File: src/rtl/seq_stage_sequencer_if.sv
// seq_stage_sequencer_if: control/status bundle between the SEQ core datapath and its stage sequencer
interface seq_stage_sequencer_if #(parameter int CNT_W = 32);
  logic start;
  logic [3:0] icode;
  logic instr_valid;
  logic imem_error;
  logic mem_ready;
  logic stall_req;
  logic en_fetch;
  logic en_decode;
  logic en_execute;
  logic en_memory;
  logic en_writeback;
  logic en_pc;
  logic mem_req;
  logic [2:0] stat;
  logic busy;
  logic [CNT_W-1:0] instr_count;
  logic [CNT_W-1:0] cycle_count;
  modport master (
    output start, icode, instr_valid, imem_error, mem_ready, stall_req,
    input en_fetch, en_decode, en_execute, en_memory, en_writeback, en_pc,
    input mem_req, stat, busy, instr_count, cycle_count
  );
  modport slave (
    input start, icode, instr_valid, imem_error, mem_ready, stall_req,
    output en_fetch, en_decode, en_execute, en_memory, en_writeback, en_pc,
    output mem_req, stat, busy, instr_count, cycle_count
  );
endinterface

File: src/rtl/seq_stage_sequencer.sv
// seq_stage_sequencer: multi-cycle stage sequencer for the SEQ Y86-64 core
module seq_stage_sequencer #(
  parameter int MEM_TIMEOUT = 16,
  parameter int CNT_W = 32
) (
  input logic clk,
  input logic rst,
  seq_stage_sequencer_if.slave bus
);
  typedef enum logic [2:0] {IDLE, FETCH, DECODE, EXECUTE, MEMORY, WRITEBACK, PCUPD, HALTED} state_t;
  localparam int WW = $clog2(MEM_TIMEOUT + 1);
  state_t state;
  logic [3:0] icode_q;
  logic [WW-1:0] wait_cnt;
  logic [2:0] stat;
  logic [CNT_W-1:0] instr_count;
  logic [CNT_W-1:0] cycle_count;
  logic mem_op;
  logic mem_wait;
  logic busy;
  logic stall;
  logic retire;
  assign mem_op = icode_q inside {4'h4, 4'h5, 4'h8, 4'h9, 4'hA, 4'hB};
  assign mem_wait = state == MEMORY && mem_op;
  assign busy = state != IDLE && state != HALTED;
  assign stall = bus.stall_req && !mem_wait;
  assign retire = !stall && (state == PCUPD ||
                  (state == FETCH && !bus.imem_error && bus.icode == 4'h0));
  assign bus.en_fetch = state == FETCH && !stall;
  assign bus.en_decode = state == DECODE && !stall;
  assign bus.en_execute = state == EXECUTE && !stall;
  assign bus.en_memory = state == MEMORY && (mem_op ? bus.mem_ready : !stall);
  assign bus.en_writeback = state == WRITEBACK && !stall;
  assign bus.en_pc = state == PCUPD && !stall;
  assign bus.mem_req = mem_wait;
  assign bus.busy = busy;
  assign bus.stat = stat;
  assign bus.instr_count = instr_count;
  assign bus.cycle_count = cycle_count;
  // stage stepping, memory wait timeout, status and saturating performance counters
  always_ff @(posedge clk) begin
    if (rst) begin
      state <= IDLE;
      stat <= 3'd1;
      icode_q <= 4'h0;
      wait_cnt <= '0;
      instr_count <= '0;
      cycle_count <= '0;
    end else begin
      if (busy && cycle_count != '1) cycle_count <= cycle_count + CNT_W'(1);
      if (retire && instr_count != '1) instr_count <= instr_count + CNT_W'(1);
      case (state)
        IDLE: if (bus.start) state <= FETCH;
        FETCH: if (!stall) begin
          icode_q <= bus.icode;
          if (bus.imem_error) begin
            stat <= 3'd3;
            state <= HALTED;
          end else if (bus.icode == 4'h0) begin
            stat <= 3'd2;
            state <= HALTED;
          end else if (!bus.instr_valid || bus.icode > 4'hB) begin
            stat <= 3'd4;
            state <= HALTED;
          end else state <= DECODE;
        end
        DECODE: if (!stall) state <= EXECUTE;
        EXECUTE: if (!stall) begin
          wait_cnt <= '0;
          state <= MEMORY;
        end
        MEMORY: if (mem_op) begin
          if (bus.mem_ready) state <= WRITEBACK;
          else if (wait_cnt == WW'(MEM_TIMEOUT - 1)) begin
            stat <= 3'd3;
            state <= HALTED;
          end else wait_cnt <= wait_cnt + WW'(1);
        end else if (!stall) state <= WRITEBACK;
        WRITEBACK: if (!stall) state <= PCUPD;
        PCUPD: if (!stall) state <= FETCH;
        default: state <= state;
      endcase
    end
  end
endmodule

File: src/flat_wrapper.sv
// flat-port wrapper written by rule: the top's interface ports become plain ports
module seq_stage_sequencer_flat 
#(
  parameter int MEM_TIMEOUT = 16,
  parameter int CNT_W = 32
)
  (clk, rst, bus_start, bus_icode, bus_instr_valid, bus_imem_error, bus_mem_ready, bus_stall_req, bus_en_fetch, bus_en_decode, bus_en_execute, bus_en_memory, bus_en_writeback, bus_en_pc, bus_mem_req, bus_stat, bus_busy, bus_instr_count, bus_cycle_count);
  seq_stage_sequencer_if #(.CNT_W(CNT_W)) bus_i ();
  input logic clk;
  input logic rst;
  input wire logic [$bits(bus_i.start)-1:0] bus_start;
  input wire logic [$bits(bus_i.icode)-1:0] bus_icode;
  input wire logic [$bits(bus_i.instr_valid)-1:0] bus_instr_valid;
  input wire logic [$bits(bus_i.imem_error)-1:0] bus_imem_error;
  input wire logic [$bits(bus_i.mem_ready)-1:0] bus_mem_ready;
  input wire logic [$bits(bus_i.stall_req)-1:0] bus_stall_req;
  output wire logic [$bits(bus_i.en_fetch)-1:0] bus_en_fetch;
  output wire logic [$bits(bus_i.en_decode)-1:0] bus_en_decode;
  output wire logic [$bits(bus_i.en_execute)-1:0] bus_en_execute;
  output wire logic [$bits(bus_i.en_memory)-1:0] bus_en_memory;
  output wire logic [$bits(bus_i.en_writeback)-1:0] bus_en_writeback;
  output wire logic [$bits(bus_i.en_pc)-1:0] bus_en_pc;
  output wire logic [$bits(bus_i.mem_req)-1:0] bus_mem_req;
  output wire logic [$bits(bus_i.stat)-1:0] bus_stat;
  output wire logic [$bits(bus_i.busy)-1:0] bus_busy;
  output wire logic [$bits(bus_i.instr_count)-1:0] bus_instr_count;
  output wire logic [$bits(bus_i.cycle_count)-1:0] bus_cycle_count;
  assign bus_i.start = bus_start;
  assign bus_i.icode = bus_icode;
  assign bus_i.instr_valid = bus_instr_valid;
  assign bus_i.imem_error = bus_imem_error;
  assign bus_i.mem_ready = bus_mem_ready;
  assign bus_i.stall_req = bus_stall_req;
  assign bus_en_fetch = bus_i.en_fetch;
  assign bus_en_decode = bus_i.en_decode;
  assign bus_en_execute = bus_i.en_execute;
  assign bus_en_memory = bus_i.en_memory;
  assign bus_en_writeback = bus_i.en_writeback;
  assign bus_en_pc = bus_i.en_pc;
  assign bus_mem_req = bus_i.mem_req;
  assign bus_stat = bus_i.stat;
  assign bus_busy = bus_i.busy;
  assign bus_instr_count = bus_i.instr_count;
  assign bus_cycle_count = bus_i.cycle_count;
  seq_stage_sequencer #(.MEM_TIMEOUT(MEM_TIMEOUT), .CNT_W(CNT_W)) u_core (.clk(clk), .rst(rst), .bus(bus_i));
endmodule
File: config.mk
export PLATFORM = sky130hd
export DESIGN_NAME = seq_stage_sequencer_flat
export DESIGN_NICKNAME = d
export VERILOG_FILES = /design/src/rtl/seq_stage_sequencer_if.sv /design/src/rtl/seq_stage_sequencer.sv /design/src/flat_wrapper.sv
export SDC_FILE = /design/constraint.sdc
export NUM_CORES = 1
export LEC_CHECK = 0
export BUFFER_PORTS_ARGS = -buffer_cell sky130_fd_sc_hd__buf_4
export CORE_AREA = 2 2 122 124
export DETAILED_ROUTE_END_ITERATION = 6
export DIE_AREA = 0 0 124 126
export GPL_ROUTABILITY_DRIVEN = 0
export PLACE_DENSITY = 0.51
export SYNTH_ARGS = -nofsm -noshare
export SYNTH_HDL_FRONTEND = slang
export SYNTH_SLANG_ARGS = --single-unit
File: constraint.sdc
create_clock -name clk -period 2.4 [get_ports clk]
set_clock_uncertainty 0.05 [all_clocks]
set_input_delay 0.12 -clock clk [delete_from_list [all_inputs] [get_ports clk]]
set_output_delay 0.12 -clock clk [all_outputs]
set_load 0.01 [all_outputs]
# ---- After elaboration in Yosys (flattened, before gate mapping)
# Index checks and enable logic that the tools add are counted.
dict set report classes {
  n_addsub 3
  multipliers 0
  n_div 0
  n_lt_le_gt_ge 1
  eq_ne 29
  n_shift 0
  n_mux 28
  bitwise 1
  reduce_logical 31
}
# cell count
set ops {}
lappend ops {{adder 32 x 1 -> 32 bit (second input constant)} 2}
lappend ops {{inequality test 32 bit (second input constant)} 2}
lappend ops {{two-way mux 3 bit} 20}
lappend ops {{case mux 3 bit (7 select lines)} 1}
lappend ops {{two-way mux 5 bit} 4}
lappend ops {{inequality test 2 bit (second input constant)} 9}
lappend ops {{== test 4 bit (second input constant)} 4}
lappend ops {{logical AND 1 bit} 14}
lappend ops {{case mux 5 bit (2 select lines)} 1}
lappend ops {{== test 3 bit (second input constant)} 3}
lappend ops {{AND reduction 9 bit} 1}
lappend ops {{== test 4 x 3 -> 1 bit (second input constant)} 2}
lappend ops {{inequality test 4 bit (second input constant)} 2}
lappend ops {{nonzero test 7 bit} 1}
lappend ops {{== test 3 x 2 -> 1 bit (second input constant)} 2}
lappend ops {{case mux 3 bit (2 select lines)} 1}
lappend ops {{AND reduction 6 bit} 1}
lappend ops {{nonzero test 6 bit} 1}
lappend ops {{adder 5 x 1 -> 5 bit (second input constant)} 1}
lappend ops {{== test 5 x 4 -> 1 bit (second input constant)} 1}
lappend ops {{AND reduction 5 bit} 1}
lappend ops {{> comparator 4 bit (second input constant)} 1}
lappend ops {{zero test 1 bit} 4}
lappend ops {{zero test 4 bit} 1}
lappend ops {{11 further kinds} 13}
dict set report totals {
  ff_bits 79
  latchBits 0
  mem_bits_rw 0
  rom_bits 0
  elab_cells 99
  mem_count 0
}

# ---- Depth between registers and ports, before layout
dict set report logic_depth {
  ltp_word 8
  depth_mapped 8
  depth_no_buf 7
}

# ---- Worst setup path before layout
# OpenSTA, ideal clock, no wires.
dict set report synth_path {
  kind {reg-to-reg}
  startpoint {register u_core.state[0]}
  endpoint {register u_core.instr_count[14] (netlist: u_core.bus.instr_count[14])}
  setup_time_ns 0.123
  arrival_time_ns 2.087
  t_required_ns 2.227
  path_slack_ns 0.140
  stages_incl_launch_ff 9
  path_buffers 3
  synth_period_minus_slack_ns 2.260
  path_cell_list {dfxtp_1 > or3b_1 > buf_2 > o32ai_4 > buf_6 > nand2_2 > buf_6 > nor4_1 > mux2_1}
}
dict set report synth_between {
  elab_chain_cells 7
  word_cells_on_any_way 12
  classes_between {3 x eq/ne; 9 x reduce/logical}
}
# item line
set synth_lines {}
lappend synth_lines {{from (decl)} seq_stage_sequencer.sv:12} ;# state_t state;
lappend synth_lines {{from (signal assigned)} seq_stage_sequencer.sv:81} ;# default: state <= state;
lappend synth_lines {{== test 3 bit} seq_stage_sequencer.sv:24} ;# assign mem_wait = state == MEMORY && mem_op;
lappend synth_lines {{logical AND 1 bit} seq_stage_sequencer.sv:24}
lappend synth_lines {{zero test 1 bit} seq_stage_sequencer.sv:26} ;# assign stall = bus.stall_req && !mem_wait;
lappend synth_lines {{logical AND 1 bit} seq_stage_sequencer.sv:26}
lappend synth_lines {{zero test 1 bit} seq_stage_sequencer.sv:27} ;# assign retire = !stall && (state == PCUPD ||
lappend synth_lines {{logical AND 1 bit *} seq_stage_sequencer.sv:27}
lappend synth_lines {{logical AND 1 bit *} seq_stage_sequencer.sv:51} ;# if (retire && instr_count != '1) instr_count <= instr_count + CNT_W'(1);
lappend synth_lines {{to (signal assigned)} seq_stage_sequencer.sv:51}
lappend synth_lines {{to (decl)} seq_stage_sequencer.sv:16} ;# logic [CNT_W-1:0] instr_count;
# Mark *: on every way between the ends. The rest lies on a longest branch, timed or not.
# A chain may end at the register's enable or synchronous reset.

# ---- Worst setup path after layout
dict set report layout_path {
  startpoint {register u_core.state[1]}
  endpoint {register u_core.instr_count[16] (netlist: u_core.bus.instr_count[16])}
}
# Same word-level chain as after synthesis.

==> results_dict.tcl <==
set metrics [dict create \
    status "finished clean" \
    cts.clk_slew.worst_paths_ns 0.06 \
    postRouteAntennaNets 0 \
    finalSetupViolations 0 \
    root_buffer "clkbuf_16" \
    clock-sinks 78 \
    netlist.area_leader.share_pct 36.9 \
    final_max_slew_viol_count 0 \
    row_count 44 \
    n_fill_cell 1488 \
    yosys_most_used_dff "dfxtp_1" \
    async_flop_share_pct 0 \
    timing.fmax_mhz 442 \
    slew_headroom_pct 64.0 \
    syn_inst 523 \
    endpoint_kind "flip-flop" \
    tns_ns 0 \
    pwr-share-clk_pct 39.9 \
    fin_ws_ns 0.136 \
    p_seq_share_pct 36.4 \
    drive_gt1_share_pct 26.5 \
    grt_overflow_total 0 \
    die-height_um 126 \
    cts_buffers 9 \
    layout_commonest_cell "buf_4" \
    core_sq_mm 0.0143 \
    mostFrequentLayoutCells "buf_4 (120), dfxtp_1 (78), a21oi_1 (51)" \
    synth_seq_cells 78 \
    max-cap-violations 0 \
    internal_power_mw 2.75 \
    netlist_area_sq_mm 0.00424 \
    first_iter_violations 209 \
    start_util_pct 29.6 \
    insertion_delay_ns 0.34 \
    drtPass1Iterations 4 \
    dp.final_hpwl_um 8740 \
    fin_crit_ns 2.26 \
    remaining_drc_errors 0 \
    track_usage_pct 15.6 \
    synth_edf_count 0 \
    pwr_density_cell_mw_per_mm2 684 \
    pre_cts_ws_ns -0.0790 \
    crit_required_ns 2.58 \
    power_frac_comb_pct 23.7 \
    worst_pin_slew_ns 0.540 \
    cp-start-kind "flip-flop" \
    area_growth_pct 33.4 \
    antenna_found_initial 0 \
    p_leak_nw 2.13 \
    dieArea_sq_mm 0.0156 \
    die_w_um 124 \
    synthTopCellsByArea "dfxtp_1 (37%), a21oi_1 (6.0%), nor2_1 (4.3%)" \
    hold_viol_final 0 \
    wl_per_cell_um 14.8 \
    synth_nets 538 \
    critPathMaxStageDelay_ns 0.41 \
    ys_types 55 \
    vias 4327 \
    seqCellArea_sq_mm 0.00156 \
    ioPinCount 86 \
    cp.arrival_ns 2.44 \
    path_class "flip-flop to flip-flop" \
    synth_area_leader_cell "dfxtp_1" \
    clockBufferDepth 2 \
    vias_per_cell 5.29 \
    cp_max_fo 9 \
    switching_share_pct 28.8 \
    peakVddDrop_uv 560 \
    htreeDepth 3 \
    fin_crit_sh_pct 94.3 \
    cts_tree "yes" \
    grt_max_degree 54 \
    crit_family "simple AND/OR/NAND/NOR gates" \
    power.switching_mw 1.11 \
    num-nets-final 644 \
    drt_wl_total_um 12100 \
    grt_pass1_vias 3904 \
    hp-class "input port to flip-flop" \
    io_buffers 85 \
    critical-path-slowest-cell "or3b_1" \
    insertedDiodeCount 0 \
    yosysWarnings 0 \
    cp.buffers_inverters 1 \
    grt_pass1_wl_um 19500 \
    syn_area_per_cell_sq_um 8.10 \
    yosysSeqAreaShare_pct 36.9 \
    crit_chain "or3b_1, o32ai_4, buf_4, nand2_2, nor4_1, mux2_1" \
    multi_input_area_sq_mm 0.00252 \
]
sequential cells by signal, indices dropped and copies added (netlist names):
| name | flops |
|---|---|
| u_core.bus.cycle_count | 32 |
| u_core.bus.instr_count | 32 |
| u_core.bus.stat | 3 |
| u_core.icode_q | 3 |
| u_core.state | 3 |
| u_core.wait_cnt | 5 |
stage by stage:
stage                     std cells  area, sq um  hold slack, ns  util, %  total power [mW]
after floorplan                 523         4240           0.206        -              1.98
after global placement          797         5240           0.347     36.6              2.35
after detailed placement        797         5240           0.349     36.6              2.36
after CTS                       816         5610          0.0237     39.2              3.92
after global routing            818         5650          0.0250     39.5              4.07
final                           818         5650          0.0332     39.5              3.87
layer usage:
metal / GRT usage (%) / vias to the layer above / share of wire [%]
met2: 24.3 / 111 / 46
met1: 20.4 / 2046 / 47
li1: - / 2159 / -
met3: 5.39 / 11 / 6.6
met5: 0 / - / 0
met4: 4.63 / 0 / 1.1
final cells by class:
| type | instances | area share [%] |
|---|---|---|
| clock inverter | 3 | 1.15 |
| multi-input combinational | 402 | 44.6 |
| sequential | 78 | 27.6 |
| inverter | 14 | 0.930 |
| clock buffer | 13 | 4.78 |
| timing repair buffer | 124 | 16.8 |
| tap | 184 | 4.07 |
cells in the mapped netlist, drive strengths merged, types with 2 or more instances:
library cell  count
or2               2
nor2             49
ha                4
and3             15
xnor2             2
nor3b             3
buf               6
clkbuf           23
or3              18
nand2            34
and4             10
or4              16
nor4             11
nand4            25
nand4b            2
o21ai            25
a31o              6
nand2b           10
a21o              2
nand3            24
nor2b            13
inv              14
mux2             14
a21oi            51
nor3             16
and2              4
mux2i             4
xor2              6
dfxtp            78
or3b              3
nand3b            2
o31ai            16
repair_timing:
item                                    CTS  global route
endpoints found under the setup margin    0            12
hold buffers                              3             0
gates resized for setup                   0             5
hold endpoints to repair                  3             0
buffers inserted                          0             2
cell families after synthesis:
kind of cell	Yosys count	share of synthesized area, %
AOI/OAI and AO/OA	112	16.7
xor gates and xnor gates	8	1.65
adders and majority gates	4	1.18
buffers and inverters	43	4.31
DFF	78	36.9
muxes	18	4.67
and+or+nand+nor	260	34.7
power by group through the flow:
stage | Combinational (mW) | Clock (mW) | Sequential [mW]
6_report | 0.918 | 1.54 | 1.41
3_3_place_gp | 0.916 | 0 | 1.43
3_5_place_dp | 0.921 | 0 | 1.44
5_1_grt | 1.01 | 1.64 | 1.42
4_1_cts | 0.929 | 1.58 | 1.41
2_1_floorplan | 0.534 | 0 | 1.45
final timing paths:
path                             startpoint                                      end  slack, ns  depth (start not counted)
min                          bus_imem_error          u_core.bus.stat[0]$_SDFFE_PP1P_       0.03                          3
max            u_core.state[1]$_SDFFE_PP0P_  u_core.bus.instr_count[16]$_SDFFE_PP0P_       0.14                          6
max reg2reg    u_core.state[1]$_SDFFE_PP0P_  u_core.bus.instr_count[16]$_SDFFE_PP0P_       0.14                          6
min reg2reg  u_core.icode_q[2]$_SDFFE_PP0P_           u_core.icode_q[2]$_SDFFE_PP0P_       0.44                          2
worst min-delay path: stages:
cell and delay (ns):
buf_4 0.11, nor4_1 0.05, a21oi_1 0.10
No activity file was read; power rests on OpenSTA's default activity.
